`src/rtl/bram_port_pkg.sv`:
```
// Shared types and constants for the block-RAM port initiator.
package bram_port_pkg;

  localparam int unsigned RSP_DATA_WIDTH   = 18;
  localparam int unsigned READ_LATENCY_MIN = 1;
  localparam int unsigned READ_LATENCY_MAX = 2;

  typedef struct packed {
    logic [RSP_DATA_WIDTH-1:0] rdata;
    logic                      we;
  } bram_rsp_t;

  // Requests that may be outstanding at once: the RAM pipeline plus enough
  // FIFO slack to keep streaming at full rate while the consumer is ready.
  function automatic int unsigned rsp_depth(input int unsigned read_latency);
    return read_latency + 2;
  endfunction

  function automatic bit latency_legal(input int unsigned read_latency);
    return (read_latency >= READ_LATENCY_MIN) && (read_latency <= READ_LATENCY_MAX);
  endfunction

endpackage

```
`src/rtl/bram_port_rsp_fifo.sv`:
```
// First-word-fall-through response FIFO; head is zero while empty.
module bram_port_rsp_fifo
  import bram_port_pkg::*;
#(
  parameter int unsigned DEPTH     = 3,
  parameter type         payload_t = bram_rsp_t
) (
  input  logic     clka,
  input  logic     rstb,
  input  logic     push,
  input  payload_t push_data,
  input  logic     pop,
  output payload_t head,
  output logic     full,
  output logic     empty
);

  localparam int unsigned PTR_W = (DEPTH > 1) ? $clog2(DEPTH) : 1;
  localparam int unsigned CNT_W = $clog2(DEPTH + 1);

  payload_t             mem [DEPTH];
  logic [PTR_W-1:0]     wr_ptr;
  logic [PTR_W-1:0]     rd_ptr;
  logic [CNT_W-1:0]     count;
  logic                 do_pop;

  function automatic logic [PTR_W-1:0] ptr_inc(input logic [PTR_W-1:0] p);
    return (p == PTR_W'(DEPTH - 1)) ? '0 : p + PTR_W'(1);
  endfunction

  assign empty  = (count == '0);
  assign full   = (count == CNT_W'(DEPTH));
  assign do_pop = pop & ~empty;
  assign head   = empty ? '0 : mem[rd_ptr];

  always_ff @(posedge clka) begin
    if (rstb) begin
      wr_ptr <= '0;
      rd_ptr <= '0;
      count  <= '0;
    end else begin
      if (push)   wr_ptr <= ptr_inc(wr_ptr);
      if (do_pop) rd_ptr <= ptr_inc(rd_ptr);
      case ({push, do_pop})
        2'b10:   count <= count + CNT_W'(1);
        2'b01:   count <= count - CNT_W'(1);
        default: count <= count;
      endcase
    end
  end

  // NOTE: storage carries no reset; the pointers and count alone decide which
  // entries are live, so clearing them is enough and keeps this a plain RAM.
  always_ff @(posedge clka) begin
    if (push) mem[wr_ptr] <= push_data;
  end

  always_ff @(posedge clka) begin
    if (!rstb) begin
      assert (!(push && full))
        else $error("bram_port_rsp_fifo: push into full FIFO");
    end
  end

endmodule

```
`src/rtl/bram_port_initiator.sv`:
```
// Valid/ready front end for one block-RAM port with credit-based response buffering.
// Optional write acknowledgements: define BRAM_PORT_INITIATOR_WR_ACK_EN.
module bram_port_initiator
  import bram_port_pkg::*;
#(
  parameter int unsigned ADDR_WIDTH   = 10,
  parameter int unsigned DATA_WIDTH   = 18,
  parameter int unsigned READ_LATENCY = 1
) (
  input  logic                  clka,
  input  logic                  rstb,
  input  logic                  req_valid_i,
  output logic                  req_ready_o,
  input  logic                  req_we_i,
  input  logic [ADDR_WIDTH-1:0] req_addr_i,
  input  logic [DATA_WIDTH-1:0] req_wdata_i,
  output logic                  rsp_valid_o,
  input  logic                  rsp_ready_i,
  output logic [DATA_WIDTH-1:0] rsp_rdata_o,
  output logic                  rsp_we_o,
  output logic                  bram_en_o,
  output logic                  bram_we_o,
  output logic [ADDR_WIDTH-1:0] bram_addr_o,
  output logic [DATA_WIDTH-1:0] bram_din_o,
  output logic                  bram_regce_o,
  output logic                  bram_rst_o,
  input  logic [DATA_WIDTH-1:0] bram_dout_i
);

`ifdef BRAM_PORT_INITIATOR_WR_ACK_EN
  localparam bit WR_ACK = 1'b1;
`else
  localparam bit WR_ACK = 1'b0;
`endif

  localparam int unsigned D     = rsp_depth(READ_LATENCY);
  localparam int unsigned CNT_W = $clog2(D + 1);

  typedef struct packed {
    logic [DATA_WIDTH-1:0] rdata;
    logic                  we;
  } rsp_t;

  logic [CNT_W-1:0]        cnt;
  logic [READ_LATENCY-1:0] tag_v;
  logic [READ_LATENCY-1:0] tag_we;
  logic                    track;
  logic                    pop;
  logic                    fifo_full;
  logic                    fifo_empty;
  rsp_t                    fifo_in;
  rsp_t                    fifo_head;

  // NOTE: ready comes only from the registered credit count, so a stalled
  // consumer can never form a combinational loop back into the request side.
  assign req_ready_o  = (cnt < CNT_W'(D));
  assign bram_en_o    = req_valid_i & req_ready_o;
  assign bram_we_o    = bram_en_o & req_we_i;
  assign bram_addr_o  = req_addr_i;
  assign bram_din_o   = req_wdata_i;
  assign bram_regce_o = 1'b1;
  assign bram_rst_o   = rstb;

  assign track = bram_en_o & (~req_we_i | WR_ACK);
  assign pop   = rsp_valid_o & rsp_ready_i;

  always_ff @(posedge clka) begin
    if (rstb) begin
      cnt <= '0;
    end else begin
      case ({track, pop})
        2'b10:   cnt <= cnt + CNT_W'(1);
        2'b01:   cnt <= cnt - CNT_W'(1);
        default: cnt <= cnt;
      endcase
    end
  end

  // Tags ride alongside the RAM's fixed read pipeline.
  always_ff @(posedge clka) begin
    if (rstb) begin
      tag_v  <= '0;
      tag_we <= '0;
    end else begin
      tag_v[0]  <= track;
      tag_we[0] <= track & req_we_i;
      for (int i = 1; i < READ_LATENCY; i++) begin
        tag_v[i]  <= tag_v[i-1];
        tag_we[i] <= tag_we[i-1];
      end
    end
  end

  assign fifo_in.rdata = tag_we[READ_LATENCY-1] ? '0 : bram_dout_i;
  assign fifo_in.we    = tag_we[READ_LATENCY-1];

  bram_port_rsp_fifo #(
    .DEPTH     (D),
    .payload_t (rsp_t)
  ) u_rsp_fifo (
    .clka      (clka),
    .rstb      (rstb),
    .push      (tag_v[READ_LATENCY-1]),
    .push_data (fifo_in),
    .pop       (pop),
    .head      (fifo_head),
    .full      (fifo_full),
    .empty     (fifo_empty)
  );

  assign rsp_valid_o = ~fifo_empty;
  assign rsp_rdata_o = fifo_head.rdata;
  assign rsp_we_o    = WR_ACK & fifo_head.we;

  // A full FIFO means every credit is parked there, so ready must be low.
  always_ff @(posedge clka) begin
    if (!rstb) begin
      assert (latency_legal(READ_LATENCY))
        else $error("bram_port_initiator: illegal READ_LATENCY %0d", READ_LATENCY);
      assert (!(fifo_full && req_ready_o))
        else $error("bram_port_initiator: credit count out of step with FIFO");
    end
  end

endmodule

```
`config.mk`:
```
export PLATFORM = sky130hd
export DESIGN_NAME = bram_port_initiator
export DESIGN_NICKNAME = d
export VERILOG_FILES = /design/src/rtl/bram_port_pkg.sv /design/src/rtl/bram_port_rsp_fifo.sv /design/src/rtl/bram_port_initiator.sv
export SDC_FILE = /design/constraint.sdc
export NUM_CORES = 1
export LEC_CHECK = 0
export CAP_MARGIN = 10
export CORE_MARGIN = 2
export CORE_UTILIZATION = 49
export CTS_CLUSTER_DIAMETER = 200
export CTS_CLUSTER_SIZE = 20
export DETAILED_ROUTE_END_ITERATION = 10
export GPL_ROUTABILITY_DRIVEN = 0
export HOLD_SLACK_MARGIN = 0.08
export MAX_ROUTING_LAYER = met4
export PLACE_DENSITY = 0.85
export SKIP_LAST_GASP = 1
export SLEW_MARGIN = 20
export SYNTH_ARGS = -nofsm -noshare
export SYNTH_HDL_FRONTEND = slang
export SYNTH_HIERARCHICAL = 1
export SYNTH_SLANG_ARGS = --single-unit
```
`constraint.sdc`:
```
create_clock -name clka -period 3.45 [get_ports clka]
set_input_delay 0.69 -clock clka [delete_from_list [all_inputs] [get_ports clka]]
set_output_delay 0.69 -clock clka [all_outputs]
set_load 0.02 [all_outputs]
```
==> flow_summary.yaml <==
global_routing:
  grt_pass1_wl_um: 7640
  antenna_found_initial: 0
  grt_max_degree: 19
  grt_overflow_total: 0
  grt_pass1_vias: 1594
  grtUsageTotal_pct: 16.8
sta:
  slew_violations: 0
  setup_ws_ns: 0.435
  finalHoldViolCount: 0
  skew_ns: 0.00300
  fin_crit_sh_pct: 87.4
  fmax_mhz: 332
  slew_headroom_pct: 31.8
  timing.final.crit_period_ns: 3.02
  setup_tns_ns: 0
  setup_viol: 0
  tightestPinTransition_ns: 1.02
  rsz0062_at_grt: "no"
yosys:
  synthCells: 219
  yosysWarnings: 6
  post_synth.cell_area_avg_um2: 13.5
  syn_area_um2: 2950
power:
  p_per_area_nw_per_um2: 530
  peakVddDrop_mv: 0.303
  power_mw: 1.87
  p_leak_nw: 1.20
worst_setup_path:
  path_cells: "buf_4 -> mux2_2 -> mux2i_1 -> nor2_1 -> clkdlybuf4s50_1"
  cp-start-kind: "register"
  timing.setup.critical_path_class: "reg -> out"
  max_stage_delay_ns: 0.59
  worst-path-buf-inv: 2
  arrival_ns: 2.33
  crit_path_end_kind: "output port"
  critical_path.top_delay_family: "buffers and inverters"
  critPathSlowestCell: "dfxtp_1"
  crit_path_max_fanout: 10
  crit_required_ns: 2.76
job:
  drv_cap: 0
clocking:
  cts_tree: "yes"
  cts_sinks: 66
  cts_setup_buffers: 0
  cts_hold_buf: 0
  htree_num_levels: 3
  cts-buffers-inserted: 9
  cts-root-buf: "clkbuf_8"
  cts.repair.resized: 0
  clkSlewWorstSetupHoldPaths_ns: 0.07
  insertion_delay_ns: 0.33
  cts.path.max_buffers: 2
floorplan:
  die_y_um: 81.6
  initial_utilization_pct: 50.1
  die_w_um: 81.6
  io_pins: 104
  die_area_um2: 6660
  fp-row-count: 28
  core-area_um2: 5890
place:
  pre_cts_ws_ns: 0.742
  dp_hpwl_um: 3280
  placed_area_um2: 3260
  io_buffers: 45
finish:
  final_cell_mix: "54 x edfxtp_1, 45 x clkdlybuf4s50_1, 22 x nor2_1"
  area_delta_synth_final_pct: 19.7
  fin_nets: 295
  n_antenna_cell: 0
  drive_gt1_share_pct: 18.2
  fill_cells: 471
  final_common_cell: "edfxtp_1"
  final_area_um2: 3530
drt:
  dr.pass1.iters: 5
  ant_nets: 0
  vias_per_cell: 4.97
  route.detailed.drc: 0
  wl_per_cell_um: 15.6
  finalWirelength_um: 5020
  drtIter0Drc: 67
  vias: 1599
hold_path:
  min_path_type: "reg -> reg"
outcome:
  status: "finished clean"
[registers in the layout, indices dropped and copies added, names as in the netlist, named ones only]
signal and flops:
u_rsp_fifo/wr_ptr 2, u_rsp_fifo/mem 54, cnt 2, tag_v 1
tag_we 1, u_rsp_fifo/count 2, u_rsp_fifo/rd_ptr 2
[cell type report]
class | instances | area (um^2) | share of cell area [%]
well taps | 75 | 93.8 | 2.66
flip-flops and latches | 66 | 1860 | 52.7
multi-input cells | 112 | 813 | 23.0
inverters | 4 | 15.0 | 0.425
clock buffers | 9 | 124 | 3.51
clock inverters | 7 | 141 | 4.01
repair buffers | 49 | 480 | 13.6
[metrics by stage]
stage / util [%] / cells / hold slack, ns
floorplan: - / 220 / 0.447
global placement: 55.5 / 306 / 0.476
detailed placement: 55.5 / 306 / 0.485
CTS: 60.0 / 322 / 0.496
global route: 60.0 / 322 / 0.529
finish: 60.0 / 322 / 0.508
[where the power goes]
group | total, mW | switching (mW) | internal (mW)
registers | 0.888 | 0.0118 | 0.876
logic | 0.138 | 0.0654 | 0.0724
clock network | 0.843 | 0.291 | 0.553
total | 1.87 | 0.368 | 1.50
[layer usage]
| metal | wire, um | global-route usage, % | up-vias |
|---|---|---|---|
| met5 | 0 | - | - |
| li1 | - | - | 777 |
| met2 | 2630 | 28.5 | 57 |
| met4 | 57 | 10.5 | 0 |
| met3 | 285 | 3.41 | 4 |
| met1 | 2050 | 18.0 | 761 |
[worst paths after layout]
| check | slack, ns | cells past startpoint | start | end |
|---|---|---|---|---|
| setup / recovery | 0.43 | 5 | register | rsp_rdata_o[11] |
| hold reg to reg | 0.51 | 2 | cnt[1] | cnt[1] |
| setup reg to reg | 1.30 | 7 | u_rsp_fifo/count[0] | u_rsp_fifo/count[1] |
| hold / removal | 0.51 | 2 | cnt[1] | cnt[1] |
[worst min-delay path: cells and delay by family (launching register included)]
| family | cells | cell delay [ns] |
|---|---|---|
| flip-flops | 1 | 0.32 |
| AO/OA/AOI/OAI | 2 | 0.13 |
Note: power is estimated with default switching activity, not from simulation.
